[src/rtl/vga_timing_gen.sv]
// rtl/vga_timing_gen.sv - VGA raster timing generator with registered, count-aligned sync/blank flags
//
// Ports:
//   pclk            in   1   pixel clock, the only clock
//   rst             in   1   synchronous active-high reset
//   hcount_out      out  11  current pixel column, 0..H_TOTAL-1
//   vcount_out      out  11  current line, 0..V_TOTAL-1
//   hsync_out       out  1   horizontal sync, active-high
//   vsync_out       out  1   vertical sync, active-high
//   hblnk_out       out  1   horizontal blanking (hcount >= H_ACTIVE)
//   vblnk_out       out  1   vertical blanking (vcount >= V_ACTIVE)
//   line_start_out  out  1   one-cycle pulse when hcount has just wrapped to 0
//   frame_start_out out  1   one-cycle pulse when (hcount,vcount) has just wrapped to (0,0)

module vga_timing_gen #(
    parameter int H_ACTIVE = 1024,
    parameter int H_FP     = 24,
    parameter int H_SYNC   = 136,
    parameter int H_BP     = 160,
    parameter int V_ACTIVE = 768,
    parameter int V_FP     = 3,
    parameter int V_SYNC   = 6,
    parameter int V_BP     = 29
) (
    input  logic        pclk,
    input  logic        rst,
    output logic [10:0] hcount_out,
    output logic [10:0] vcount_out,
    output logic        hsync_out,
    output logic        vsync_out,
    output logic        hblnk_out,
    output logic        vblnk_out,
    output logic        line_start_out,
    output logic        frame_start_out
);

    localparam int H_TOTAL = H_ACTIVE + H_FP + H_SYNC + H_BP;
    localparam int V_TOTAL = V_ACTIVE + V_FP + V_SYNC + V_BP;

    // Thresholds are held in 12 bits so that a sync end or total of
    // exactly 2048 still compares correctly against an 11-bit count.
    localparam logic [11:0] H_LAST     = 12'(H_TOTAL - 1);
    localparam logic [11:0] V_LAST     = 12'(V_TOTAL - 1);
    localparam logic [11:0] H_BLNK_BEG = 12'(H_ACTIVE);
    localparam logic [11:0] H_SYNC_BEG = 12'(H_ACTIVE + H_FP);
    localparam logic [11:0] H_SYNC_END = 12'(H_ACTIVE + H_FP + H_SYNC);
    localparam logic [11:0] V_BLNK_BEG = 12'(V_ACTIVE);
    localparam logic [11:0] V_SYNC_BEG = 12'(V_ACTIVE + V_FP);
    localparam logic [11:0] V_SYNC_END = 12'(V_ACTIVE + V_FP + V_SYNC);

    logic [10:0] r_hcount;
    logic [10:0] r_vcount;
    logic        r_hsync;
    logic        r_vsync;
    logic        r_hblnk;
    logic        r_vblnk;
    logic        r_line_start;
    logic        r_frame_start;

    logic        w_h_last;
    logic        w_v_last;
    logic [10:0] w_hcount_nxt;
    logic [10:0] w_vcount_nxt;
    logic [11:0] w_h_nxt;
    logic [11:0] w_v_nxt;

    assign w_h_last = ({1'b0, r_hcount} == H_LAST);
    assign w_v_last = ({1'b0, r_vcount} == V_LAST);

    always_comb begin
        w_hcount_nxt = r_hcount + 11'd1;
        w_vcount_nxt = r_vcount;
        if (w_h_last) begin
            w_hcount_nxt = 11'd0;
            w_vcount_nxt = w_v_last ? 11'd0 : (r_vcount + 11'd1);
        end
    end

    assign w_h_nxt = {1'b0, w_hcount_nxt};
    assign w_v_nxt = {1'b0, w_vcount_nxt};

    // Flags are decoded from the next counts so that each registered flag
    // lands in the same cycle as the count value it describes.
    always_ff @(posedge pclk) begin
        if (rst) begin
            r_hcount      <= 11'd0;
            r_vcount      <= 11'd0;
            r_hsync       <= 1'b0;
            r_vsync       <= 1'b0;
            r_hblnk       <= 1'b0;
            r_vblnk       <= 1'b0;
            r_line_start  <= 1'b0;
            r_frame_start <= 1'b0;
        end else begin
            r_hcount      <= w_hcount_nxt;
            r_vcount      <= w_vcount_nxt;
            r_hblnk       <= (w_h_nxt >= H_BLNK_BEG);
            r_hsync       <= (w_h_nxt >= H_SYNC_BEG) && (w_h_nxt < H_SYNC_END);
            r_vblnk       <= (w_v_nxt >= V_BLNK_BEG);
            r_vsync       <= (w_v_nxt >= V_SYNC_BEG) && (w_v_nxt < V_SYNC_END);
            // Pulses come only from a real wrap, never from the reset (0,0).
            r_line_start  <= w_h_last;
            r_frame_start <= w_h_last && w_v_last;
        end
    end

    assign hcount_out      = r_hcount;
    assign vcount_out      = r_vcount;
    assign hsync_out       = r_hsync;
    assign vsync_out       = r_vsync;
    assign hblnk_out       = r_hblnk;
    assign vblnk_out       = r_vblnk;
    assign line_start_out  = r_line_start;
    assign frame_start_out = r_frame_start;

endmodule

[config.mk]
export PLATFORM = sky130hd
export DESIGN_NAME = vga_timing_gen
export DESIGN_NICKNAME = d
export VERILOG_FILES = /design/src/rtl/vga_timing_gen.sv
export SDC_FILE = /design/constraint.sdc
export NUM_CORES = 1
export LEC_CHECK = 0
export ABC_CLOCK_PERIOD_IN_PS = 2500
export CAP_MARGIN = 0
export CORE_MARGIN = 2
export CORE_UTILIZATION = 47
export CTS_CLUSTER_DIAMETER = 100
export DETAILED_ROUTE_END_ITERATION = 10
export GPL_TIMING_DRIVEN = 0
export PLACE_DENSITY = 0.76
export SLEW_MARGIN = 30
export SYNTH_ARGS = -nofsm -noshare
export SYNTH_HDL_FRONTEND = slang
export SYNTH_SLANG_ARGS = --single-unit
export TNS_END_PERCENT = 50
[constraint.sdc]
create_clock -name pclk -period 2.5 [get_ports pclk]
set_input_delay 0.625 -clock pclk [delete_from_list [all_inputs] [get_ports pclk]]
set_output_delay 0.625 -clock pclk [all_outputs]
set_load 0.005 [all_outputs]
Word-level counts from Yosys, hierarchy flattened
Index checks and enable logic that the tools add are counted.
Storage, ports and cells
  memories kept: 0
  ROM bits: 0
  bits in latches: 0
  bits in registers: 28
  memory bits (writable): 0
  output and inout bits: 28
Operators by class
  equal/unequal tests: 2
  divide/modulo/power cells: 0
  reduce and logical (&&, ||, !) cells: 3
  muxes and demuxes: 3
  bitwise gates (word level): 0
  $mul: 0
  magnitude comparators: 6
  shift operators: 0
  add/sub/neg operators: 2
Operators with widths (number)
  $mux W11: 3
  $add A11 B1 Y11 const B: 2
  $ge A11 B10 Y1 const B: 2
  $ge A11 B11 Y1 const B: 2
  $eq A11 B10 Y1 const B: 1
  $eq A11 B11 Y1 const B: 1
  $lt A11 B10 Y1 const B: 1
  $lt A11 B11 Y1 const B: 1
  $logic_and A1 B1 Y1: 3

Longest topological paths before layout
  word-level depth: 5
  mapped depth: 9

Worst setup path before layout
No wires, ideal clock.
  path kind: register to register
  start point: register r_vcount[6], in the netlist vcount_out[6]
  end point: register r_vsync, in the netlist vsync_out
  path buffers: 1
  data required time: 2397 ps
  data arrival time: 2368 ps
  clock period less this slack: 2471 ps
  cell stages (with the launch flop): 8
  slack: 29 ps
  cells stage by stage: dfxtp_1 or4b_4 nor4_4 buf_6 o21ai_2 mux2_4 or3_1 a2111oi_2
On the way
  word-level cells in the longest chain between the ends: 5
  elaborated cells on any way between the ends: 7
  classes of those cells: add/sub (1); order compare (2); eq/ne (1); mux (2); reduce/logical (1)
Ends and longest elaborated chain
  start: declaration: line 52  | logic [10:0] r_vcount;
  start signal: assignment: line 96  | r_vcount <= w_vcount_nxt;
  $add A11 B1 Y11 / $eq A11 B10 Y1 (equally long branches): line 75, 68
  $mux W11: line 75  | w_vcount_nxt = w_v_last ? 11'd0 : (r_vcount + 11'd1);
  $mux W11 *: line 73  | if (w_h_last) begin
  $ge A11 B10 Y1 / $lt A11 B10 Y1 (equally long branches): line 100  | r_vsync <= (w_v_nxt >= V_SYNC_BEG) && (w_v_nxt < V_SYNC_END);
  $logic_and A1 B1 Y1 *: line 100
  end signal: assignment: line 100
  end: declaration: line 54  | logic r_vsync;
Every way passes the cells marked *; elsewhere a longest branch is shown, timed or not.
A chain may end at the register's enable or synchronous reset.

Worst setup path in the final report
Same ends and word-level chain as after synthesis.

==> results.cfg <==
[run_status]
outcome = completed

[cells_and_area]
insertedDiodeCount = 0
nNetsFinal = 238
seqCellArea_sq_um = 568
final_common_cell = clkdlybuf4s50_1
layout_common_cells = clkdlybuf4s50_1, dfxtp_1, nor2_1, nand2_1, a21oi_1
multi_input_area_sq_um = 1000
drive_gt1_frac = 0.121
num-fill-cells = 303
syn_to_final_growth_pct = 26.3

[placement]
io_buffers = 28
pre_cts_slack_ns = -0.167
gp_congestion = 0.903
dpl.hpwl_mm = 2.69

[clocking]
numCtsBuffers = 3
clk_latency_ns = 0.33
numClockSinks = 28
h-tree-depth = 1
clockRootBuffer = clkbuf_4
path_clk_slew_ns = 0.16
cts_buffer_depth = 2
cts_tree = yes

[power]
powerDensity_nw_per_um2 = 347
leakage_uw = 0.000701
peakVddDrop_mv = 0.182

[synth]
synthAdderAreaFrac = 0.0231
synth-xor-area-share = 0.0593
ys.flop_type = dfxtp_1
synth_top_family_by_area = simple AND/OR/NAND/NOR gates
yosys.area_share.simple = 0.307
synth-async-reset-ratio = 0
synth.yosys.seq_area_share = 0.345
synth_compound_area_frac = 0.183
syn_area_per_cell_sq_um = 8.16
ys_ff_latch = 28
synth_edf_count = 0
syn_area_sq_um = 1620
ys_types = 48
syn_nets = 204
synthMuxAreaShare = 0.0293
yosysWarnings = 0
synth_cells = 199

[grt]
track_usage = 0.197
grt_pass1_vias = 1379
grt_overflow = 0
antenna_found_initial = 0
grt_pass1_wl_mm = 6.38
grt_max_degree = 16

[detailed_routing]
drt-vias-per-instance = 5.67
antenna_left = 0
first_pass_iters = 4
vias = 1576
wl_per_cell_microns = 13.8
drc_errors = 0
drt-total-wl_mm = 3.82
drtIter0Drc = 89

[hold_path]
min_from = hcount_out[0]$_SDFF_PP0_
hold_class = reg2reg
hold-path-endpoint = hcount_out[0]$_SDFF_PP0_
holdPathStages = 1

[setup_path]
max_stage_delay_ns = 0.55
startpoint_type = register
critPathCaptureType = register
reg2reg_depth = 7
reg2reg_to = vsync_out$_SDFF_PP0_
critical_path_class = reg2reg
rr_startpoint = vcount_out[6]$_SDFF_PP0_
required_ns = 2.75
rrSetupSlack_ns = 0.03
path_delay_family = simple AND/OR/NAND/NOR gates
slowest_stage = or4b_4
arrival_ns = 2.72
worstPathCellList = or4b_4 > nor4_4 > buf_4 > nor3b_1 > mux2_4 > or3_4 > a2111oi_4
crit_buf_inv = 1
crit_fanout = 6

[timing]
fin_tns_setup_ns = 0
fin_crit_ns = 2.47
setup_slack_ns = 0.0332
finalSetupViolCount = 0
tightest_slew_ns = 0.556
finalCritPeriodShare = 0.987
hold_violations = 0
relSlewSlack = 0.629
rsz0062_at_grt = true
fmax_mhz = 405
fin_skew_ns = 0.00429
maxSlewViolCount = 0

[flow_run]
drv_cap = 0

[floorplanning]
dieArea_sq_um = 3940
boundaryPins = 30
coreArea_sq_um = 3340
die_height_microns = 62.8
die-width_microns = 62.8
rows = 21
start_util = 0.487
[metal layers]
metal  track usage  part of all wire
met5             0                 0
met4        0.0722             0.013
met3        0.0198             0.046
met2         0.304              0.44
met1         0.286              0.50
[worst reg2reg max path, delay by kind of cell (launching register included)]
kind	cells	cell delay (ns)
buf+inv	1	0.17
simple gates	4	1.26
flops	1	0.39
compound gates	1	0.28
mux	1	0.29
[worst max-delay path by stage]
stage                                         from              endpoint  slack (ns)  depth (start not counted)
final                     vcount_out[6]$_SDFF_PP0_  vsync_out$_SDFF_PP0_        0.03                          7
after global routing      vcount_out[6]$_SDFF_PP0_  vsync_out$_SDFF_PP0_       -0.05                          7
after CTS                 vcount_out[6]$_SDFF_PP0_  vsync_out$_SDFF_PP0_        0.02                          7
after detailed placement  vcount_out[6]$_SDFF_PP0_  vsync_out$_SDFF_PP0_       -0.17                          7
after global placement    vcount_out[6]$_SDFF_PP0_  vsync_out$_SDFF_PP0_       -0.17                          7
after floorplan           vcount_out[6]$_SDFF_PP0_  vsync_out$_SDFF_PP0_        0.03                          7
[kinds of logic after synthesis]
family	after synthesis
simple gates	89
fa+ha+maj	3
buf+inv	19
mux	4
flops	28
xor+xnor	11
compound gates	45
[repair_timing]
item	CTS	global route
buffers inserted	1	3
hold buffers	0	0
setup endpoints to repair	2	3
pin swaps	1	3
gates resized for setup	3	9
[cells in the mapped netlist, drive strengths merged, types with 2 or more instances]
cell type,count,area share
dfxtp,28,0.35
nor2,16,0.037
a21oi,14,0.043
nand2,14,0.032
clkbuf,12,0.028
o21ai,11,0.036
nand3,10,0.031
nor3,9,0.028
and2,7,0.027
or3,6,0.023
xnor2,6,0.032
xor2,5,0.027
and3,4,0.015
inv,4,0.0092
nor2b,4,0.015
a2111oi,3,0.020
a31oi,3,0.012
and4,3,0.016
buf,3,0.016
ha,3,0.023
mux2,3,0.023
nand2b,3,0.012
nand4,3,0.012
a211oi,2,0.0092
a41oi,2,0.011
nor3b,2,0.0092
nor4b,2,0.011
o31ai,2,0.0092
or2,2,0.0077
[power breakdown]
part	leakage [uW]	switching (uW)	internal, uW
combinational	0.000452	15.1	12.8
sequential	0.000228	5.32	449
clock	0.0000210	140	89.3
[through the flow]
stage	hold slack (ns)	cells	util	total power [uW]	cell area, sq um
floorplan	0.493	199	-	479	1620
global placement	0.524	273	0.588	493	1960
detailed placement	0.508	273	0.588	493	1960
CTS	0.532	277	0.603	711	2010
global route	0.566	278	0.615	741	2050
finish	0.526	278	0.615	712	2050
[cell type report]
class                           count  area share
Timing Repair Buffer               32       0.151
Sequential cell                    28       0.277
Buffer                             12      0.0305
Multi-Input combinational cell    152       0.488
Inverter                            4     0.00732
Tap cell                           46      0.0281
Clock buffer                        4      0.0177
[registers in the layout (all words and copies together) (netlist names)]
| register | cells |
|---|---|
| vblnk_out | 1 |
| frame_start_out | 1 |
| line_start_out | 1 |
| vcount_out | 11 |
| hcount_out | 11 |
| hblnk_out | 1 |
| hsync_out | 1 |
| vsync_out | 1 |
No activity file was read; power rests on OpenSTA's default activity.
